[src/rtl/fifo_uart_tx.sv]
// fifo_uart_tx: drain stage for a synchronous BRAM FIFO. Pops one word at a time and
// serializes it LSB first as a UART frame (start, DATA_WIDTH data bits, stop) on tx.
// The FIFO's one-cycle registered read latency is absorbed by a FETCH/LOAD sequence.
//
// Optional feature: define TX_PARITY_EN to insert an even-parity bit between the data
// bits and the stop bit.
//
// Ports:
//   clk        system clock, rising edge
//   rst        asynchronous active-low reset
//   en         permit starting new frames; a frame in progress always completes
//   fifo_empty FIFO empty flag
//   fifo_dout  FIFO read data, valid the cycle after a sampled read
//   fifo_rd_en one-cycle FIFO pop strobe
//   tx         serial line, idle high
//   busy       high whenever not idle
//   tx_done    one-cycle pulse in the last cycle of the stop bit
//   tx_count   frames completed since reset, wrapping
module fifo_uart_tx #(
   parameter int unsigned DATA_WIDTH   = 8,
   parameter int unsigned CLKS_PER_BIT = 16,
   parameter int unsigned CNT_WIDTH    = 16
) (
   input  logic                  clk,
   input  logic                  rst,
   input  logic                  en,
   input  logic                  fifo_empty,
   input  logic [DATA_WIDTH-1:0] fifo_dout,
   output logic                  fifo_rd_en,
   output logic                  tx,
   output logic                  busy,
   output logic                  tx_done,
   output logic [CNT_WIDTH-1:0]  tx_count
);

   localparam int unsigned BaudW = (CLKS_PER_BIT > 1) ? $clog2(CLKS_PER_BIT) : 1;
   localparam int unsigned BitW  = (DATA_WIDTH > 1) ? $clog2(DATA_WIDTH) : 1;
   localparam logic [BaudW-1:0] BaudLast = BaudW'(CLKS_PER_BIT - 1);
   localparam logic [BitW-1:0]  BitLast  = BitW'(DATA_WIDTH - 1);

   typedef enum logic [2:0] {
      StIdle,
      StFetch,
      StLoad,
      StStart,
      StData,
`ifdef TX_PARITY_EN
      StParity,
`endif
      StStop
   } state_e;

   state_e                state_q, state_d;
   logic [BaudW-1:0]      baud_q, baud_d;
   logic [BitW-1:0]       bit_q, bit_d;
   logic [DATA_WIDTH-1:0] shift_q, shift_d;
   logic [CNT_WIDTH-1:0]  count_q, count_d;
   logic                  tx_q, tx_d;
   logic                  rd_q, rd_d;
   logic                  busy_q, busy_d;
   logic                  done_q, done_d;
`ifdef TX_PARITY_EN
   logic                  par_q, par_d;
`endif

   logic baud_end;
   assign baud_end = (baud_q == BaudLast);

   always_comb begin
      state_d = state_q;
      baud_d  = baud_q;
      bit_d   = bit_q;
      shift_d = shift_q;
      count_d = count_q;
`ifdef TX_PARITY_EN
      par_d   = par_q;
`endif
      unique case (state_q)
         StIdle: begin
            if (en && !fifo_empty) state_d = StFetch;
         end
         StFetch: begin
            state_d = StLoad;
         end
         StLoad: begin
            // Read data from the FETCH pop is valid now.
            shift_d = fifo_dout;
`ifdef TX_PARITY_EN
            par_d   = ^fifo_dout;
`endif
            baud_d  = '0;
            state_d = StStart;
         end
         StStart: begin
            if (baud_end) begin
               baud_d  = '0;
               bit_d   = '0;
               state_d = StData;
            end else begin
               baud_d = baud_q + 1'b1;
            end
         end
         StData: begin
            if (baud_end) begin
               baud_d  = '0;
               shift_d = shift_q >> 1;
               if (bit_q == BitLast) begin
`ifdef TX_PARITY_EN
                  state_d = StParity;
`else
                  state_d = StStop;
`endif
               end else begin
                  bit_d = bit_q + 1'b1;
               end
            end else begin
               baud_d = baud_q + 1'b1;
            end
         end
`ifdef TX_PARITY_EN
         StParity: begin
            if (baud_end) begin
               baud_d  = '0;
               state_d = StStop;
            end else begin
               baud_d = baud_q + 1'b1;
            end
         end
`endif
         StStop: begin
            if (baud_end) begin
               baud_d  = '0;
               count_d = count_q + 1'b1;
               state_d = (en && !fifo_empty) ? StFetch : StIdle;
            end else begin
               baud_d = baud_q + 1'b1;
            end
         end
         default: state_d = StIdle;
      endcase
   end

   // Outputs are registered from the next-state values so they line up with the state.
   always_comb begin
      rd_d   = (state_d == StFetch);
      busy_d = (state_d != StIdle);
      done_d = (state_d == StStop) && (baud_d == BaudLast);
      case (state_d)
         StStart:  tx_d = 1'b0;
         StData:   tx_d = shift_d[0];
`ifdef TX_PARITY_EN
         StParity: tx_d = par_d;
`endif
         default:  tx_d = 1'b1;
      endcase
   end

   always_ff @(posedge clk or negedge rst) begin
      if (!rst) begin
         state_q <= StIdle;
         baud_q  <= '0;
         bit_q   <= '0;
         shift_q <= '0;
         count_q <= '0;
         tx_q    <= 1'b1;
         rd_q    <= 1'b0;
         busy_q  <= 1'b0;
         done_q  <= 1'b0;
`ifdef TX_PARITY_EN
         par_q   <= 1'b0;
`endif
      end else begin
         state_q <= state_d;
         baud_q  <= baud_d;
         bit_q   <= bit_d;
         shift_q <= shift_d;
         count_q <= count_d;
         tx_q    <= tx_d;
         rd_q    <= rd_d;
         busy_q  <= busy_d;
         done_q  <= done_d;
`ifdef TX_PARITY_EN
         par_q   <= par_d;
`endif
      end
   end

   assign fifo_rd_en = rd_q;
   assign tx         = tx_q;
   assign busy       = busy_q;
   assign tx_done    = done_q;
   assign tx_count   = count_q;

endmodule

[config.mk]
export PLATFORM = sky130hd
export DESIGN_NAME = fifo_uart_tx
export DESIGN_NICKNAME = d
export VERILOG_FILES = /design/src/rtl/fifo_uart_tx.sv
export SDC_FILE = /design/constraint.sdc
export NUM_CORES = 1
export LEC_CHECK = 0
export ABC_CLOCK_PERIOD_IN_PS = 2650
export BUFFER_PORTS_ARGS = -buffer_cell sky130_fd_sc_hd__buf_4
export CELL_PAD_IN_SITES_DETAIL_PLACEMENT = 1
export CELL_PAD_IN_SITES_GLOBAL_PLACEMENT = 1
export CORE_ASPECT_RATIO = 1.5
export CORE_UTILIZATION = 43
export DETAILED_ROUTE_END_ITERATION = 7
export PLACE_DENSITY = 0.79
export REMOVE_ABC_BUFFERS = 1
export SLEW_MARGIN = 40
export SYNTH_ARGS = -nofsm -noshare
export SYNTH_HDL_FRONTEND = slang
export SYNTH_SLANG_ARGS = --single-unit
[constraint.sdc]
create_clock -name clk -period 2.65 [get_ports clk]
set_clock_uncertainty 0.2 [all_clocks]
set_input_delay 0.53 -clock clk [delete_from_list [all_inputs] [get_ports clk]]
set_output_delay 0.53 -clock clk [all_outputs]
set_load 0.005 [all_outputs]
==> After elaboration in Yosys (flattened, before gate mapping) <==
Index checks and enable logic that the tools add are counted.
{ "word_totals": {"ff_bits": 38, "out_inout_bits": 20, "inputBits": 12} }
{ "op_classes": {"n_reduce_logical": 11, "mux": 16, "n_eq_ne": 15, "n_addsub": 3} }
{ "op_table": {"columns": ["cell", "n"], "rows": [
  ["two-way mux 3 bit", 8],
  ["case mux 3 bit (6 select lines)", 1],
  ["adder 16 x 1 -> 16 bit (second input constant)", 1],
  ["case mux 8 bit (2 select lines)", 1],
  ["equality test 3 bit (second input constant)", 5],
  ["equality test 3 x 2 -> 1 bit (second input constant)", 3],
  ["equality test 4 bit (second input constant)", 2],
  ["two-way mux 8 bit", 1],
  ["case mux 4 bit (2 select lines)", 1],
  ["equality test 3 x 1 -> 1 bit (second input constant)", 2],
  ["!= test 2 bit (second input constant)", 3],
  ["case mux 3 bit (2 select lines)", 1],
  ["adder 4 x 1 -> 4 bit (second input constant)", 1],
  ["two-way mux 4 bit", 1],
  ["AND reduction 2 bit", 2],
  ["AND reduction 4 bit", 1],
  ["nonzero test 2 bit", 2],
  ["adder 3 x 1 -> 3 bit (second input constant)", 1],
  ["logical NOT 3 bit", 1],
  ["nonzero test 3 bit", 1],
  ["OR reduction 3 bit", 1],
  ["logical AND 1 bit", 2],
  ["case mux 1 bit (2 select lines)", 1],
  ["logical NOT 1 bit", 1],
  ["two-way mux 1 bit", 1]
]} }

==> Longest topological paths before layout <==
{ "logic_depth": {"ltp_word": 7, "mapped_depth": 7, "mapped_depth_nobuf": 6} }

==> Least setup slack after synthesis <==
Ideal clock, no wire load.
{ "synth_timing": {"path_type": "reg2reg", "from": "register baud_q[0]", "to": "register done_q (netlist: tx_done)", "arrival_time_ns": 1.987, "n_path_buf": 2, "slack_ns": 0.368, "setup_ns": 0.096, "stages_incl_launch_ff": 8, "t_required_ns": 2.354, "path_cell_list": "dfrtp_1 -> ha_1 -> buf_6 -> and4_4 -> buf_6 -> a211o_1 -> or4b_1 -> a311oi_2"} }
{ "synth_between": {"elab_chain_cells": 5, "elab_cells_between_ends": 11} }
{ "synth_rtl": {"columns": ["item", "line_no", "source"], "rows": [
  ["from (decl)", "54", "logic [BaudW-1:0] baud_q, baud_d;"],
  ["from (signal assigned)", "174", "baud_q <= baud_d;"],
  ["adder 4 x 1 -> 4 bit / equality test 4 bit (equally long branches)", null, null],
  ["two-way mux 4 bit, or another cell as far along", "95, 104, 131", null],
  ["case mux 4 bit (2 select lines) / case mux 3 bit (6 select lines) (equally long branches)", "78", "unique case (state_q)"],
  ["equality test 4 bit / equality test 3 bit (equally long branches)", "147", "done_d = (state_d == StStop) && (baud_d == BaudLast);"],
  ["logical AND 1 bit *", "147", null],
  ["named net done_d", "61", "logic done_q, done_d;"],
  ["to (signal assigned)", "181", "done_q <= done_d;"],
  ["to (decl)", "61", null]
]} }
Mark *: on every way through the listed nets, which the timed path passes. The rest lies on a longest branch.
A chain may end at the register's enable or synchronous reset.

==> Final worst setup path <==
Same ends and word-level chain as after synthesis.

==> summary.md <==
| Metric | Value |
|---|---|
| Core area | 4250 µm² |
| Worst Tran Pin Value | 0.579 ns |
| Starting Density | 44.8% |
| DIE HEIGHT | 83.4 µm |
| # port buffers | 31 |
| Global route overflow | 0 |
| Wire length of the first global-routing pass | 7660 µm |
| Setup TNS | 0 ns |
| Placer Congestion | 0.845 |
| RR Endpoint | tx_done$_DFF_PN0_ |
| EDFF count, synth | 0 |
| R2R cell count | 5 |
| Area of the multi-input gates | 886 µm² |
| Rel. slew slack | 61.4% |
| CTS clk-pin slew, worst paths | 0.08 ns |
| Critical path class | reg -> reg |
| Status | finished with violations |
| Maximum net fanout on the critical path | 10 |
| Ports | 32 |
| Post-cts sizing count | 0 |
| Total CTS buffers | 5 |
| Min-Delay Path Class | in -> async |
| Most common library cell in the layout ignoring fill and taps | dfrtp_1 |
| DP Area | 2170 µm² |
| 1st-iter DRT viols | 47 |
| DR vias | 1522 |
| CP max stage delay | 0.51 ns |
| CP delay by family, top | simple AND/OR/NAND/NOR gates |
| Critical path required time | 2.64 ns |
| R2R setup slack | 0.25 ns |
| Avg WL per Cell | 16.5 µm |
| Ys Warns | 0 |
| Clock Latency Late Sink | 0.29 ns |
| Register bit total from synthesis | 38 |
| CTS H-tree depth | 2 |
| Clock power share | 43.7% |
| Final min period | 2.40 ns |
| Tcrit/Tclk final | 90.7% |
| Vias per cell | 5.70 |
| Vias in the first global route | 1674 |
| P&R area growth vs syn | 19.7% |
| Int Power | 0.884 mW |
| Final net count | 236 |
| Sequential area share after synthesis | 50.1% |
| Crit-path cells | ha_1 > and4_4 > a211o_1 > or4b_1 > a311oi_2 |
| Distinct cells, synth | 43 |
| Share of layout cells above drive strength 1 | 21.3% |
| Ys flop type | dfrtp_1 |
| WP data arrival | 2.40 ns |
| Die Wd | 56.3 µm |
| Die area | 4700 µm² |
| Synth Instances | 187 |
| Hold Violations, Final | 6 |
| Post-CTS setup buffers | 0 |
| Max_cap viols | 0 |
| Final Slew Violations | 0 |
| Post-detailed-routing wire length | 4400 µm |
| Post-CTS Hold Buffers | 0 |
| DP Wirelength | 3260 µm |
| Clock Path Buffers | 2 |
| Antenna-violating nets left | 0 |
| PnR Total Power | 1.11 mW |
| CTS Sinks | 38 |
| Finish-stage setup viols | 0 |
| Initial antenna violation count | 0 |
| Ant diodes | 0 |
| Fraction of registers with async set/reset | 100% |
| Worst VDD drop | 345 µV |
| Fin util | 53.6% |
| Element type at the critical path end | flop |
| Worst Hold Margin | -0.0108 ns |
| NetSw | 0.226 mW |
| Remaining DRCs | 0 |
| Slowest CP cell | or4b_1 |
| Mapped cell area | 1900 µm² |
| PwrDens | 487 nW/µm² |
| Final Cell Area | 2280 µm² |
| Switch share | 20.3% |
| Crit path buffers/inverters | 0 |
| Root buf cell | clkbuf_8 |
| Register area | 952 µm² |
| Drt pass-1 iters | 4 |
| Tot GR Track Use | 20.8% |
| Comb pwr share | 3.1% |
| Num rows | 29 |
| Leading cell types in the layout, fill and taps excluded | 37 x dfrtp_1, 35 x buf_4, 25 x nand2_1 |
| Sequential Power Share | 53.2% |
| Failing checks | negative hold slack |
| Fill cells | 465 |
| Critical R2R Launch | baud_q[0]$_DFF_PN0_ |
| Largest net degree at the start of global routing | 39 |
| Mapped Avg Cell Area | 10.2 µm² |
| Max Freq | 416 MHz |
| CTS tree | done |
| Crit start category | flop |
| Lkg Pwr | 1.11 nW |
| Setup repair after global routing missed its margin | false |
-- synthesized netlist by cell type (3+ instances only) --
cell      number  share of area [%]
nand4_1        4                1.3
o21ai_0        3               0.79
o21ai_1        4                1.1
and4_1         4                1.8
dfrtp_1       37                 49
a22oi_1        6                2.4
nor2_1        10                2.0
clkbuf_1       3               0.59
nand3_1        8                2.1
nor3_1         9                2.4
a31oi_1        3               0.99
a221oi_1       4                1.8
and3_1         4                1.3
a21oi_1        8                2.1
ha_1           4                2.6
xnor2_1        8                3.7
xor2_1         8                3.7
nand2_1       25                4.9
-- sequential cells by signal (all words and copies together), names as in the netlist --
signal and count:
state_q 3, tx_done 1, bit_q 3, busy 1, baud_q 4, tx 1
shift_q 8, tx_count 16, fifo_rd_en 1
-- layout make-up --
type | count | area share [%]
flip-flops and latches | 38 | 41.8
multi-input cells | 137 | 38.9
repair buffers | 35 | 11.5
clock buffers | 7 | 3.35
well taps | 46 | 2.53
clock inverters | 1 | 1.32
inverters | 3 | 0.495
-- cell families after synthesis --
logic type	synth area share [%]
and+or+nand+nor	20.0
muxes	2.24
adders and majority gates	2.63
xor gates and xnor gates	7.37
AOI/OAI and AO/OA	14.4
buffers and inverters	3.29
DFF	50.1
-- how the worst max path moves through the flow --
stage | depth (start not counted) | startpoint | to
after floorplan | 5 | baud_q[0]$_DFF_PN0_ | tx_done$_DFF_PN0_
after global placement | 5 | baud_q[0]$_DFF_PN0_ | tx_done$_DFF_PN0_
after detailed placement | 5 | baud_q[0]$_DFF_PN0_ | tx_done$_DFF_PN0_
after CTS | 5 | baud_q[0]$_DFF_PN0_ | tx_done$_DFF_PN0_
after global routing | 5 | baud_q[0]$_DFF_PN0_ | tx_count[11]$_DFFE_PN0P_
final | 5 | baud_q[0]$_DFF_PN0_ | tx_done$_DFF_PN0_
-- metal layers --
| layer | vias up | routed length, µm | global-route usage [%] |
|---|---|---|---|
| li1 | 739 | - | - |
| met1 | 740 | 1750 | 23.4 |
| met2 | 33 | 2400 | 36.3 |
| met3 | 10 | 138 | 4.52 |
| met4 | 0 | 112 | 10.9 |
| met5 | - | 0 | 0 |
-- stage by stage --
step	instances	hold WS (ns)	setup WS [ns]
6_report	267	-0.0108	0.245
5_1_grt	267	0.0306	0.157
4_1_cts	267	0.0133	0.243
3_5_place_dp	259	0.263	0.309
3_3_place_gp	259	0.259	0.379
2_1_floorplan	178	0.0344	0.463
-- power by group through the flow --
| stage | Clock, mW | Combinational, mW | Sequential, mW |
|---|---|---|---|
| global placement | 0 | 0.0338 | 0.600 |
| CTS | 0.500 | 0.0360 | 0.589 |
| floorplan | 0 | 0.00766 | 0.600 |
| detailed placement | 0 | 0.0362 | 0.601 |
| finish | 0.485 | 0.0344 | 0.590 |
| global route | 0.522 | 0.0390 | 0.590 |
Note: power is estimated with default switching activity, not from simulation.
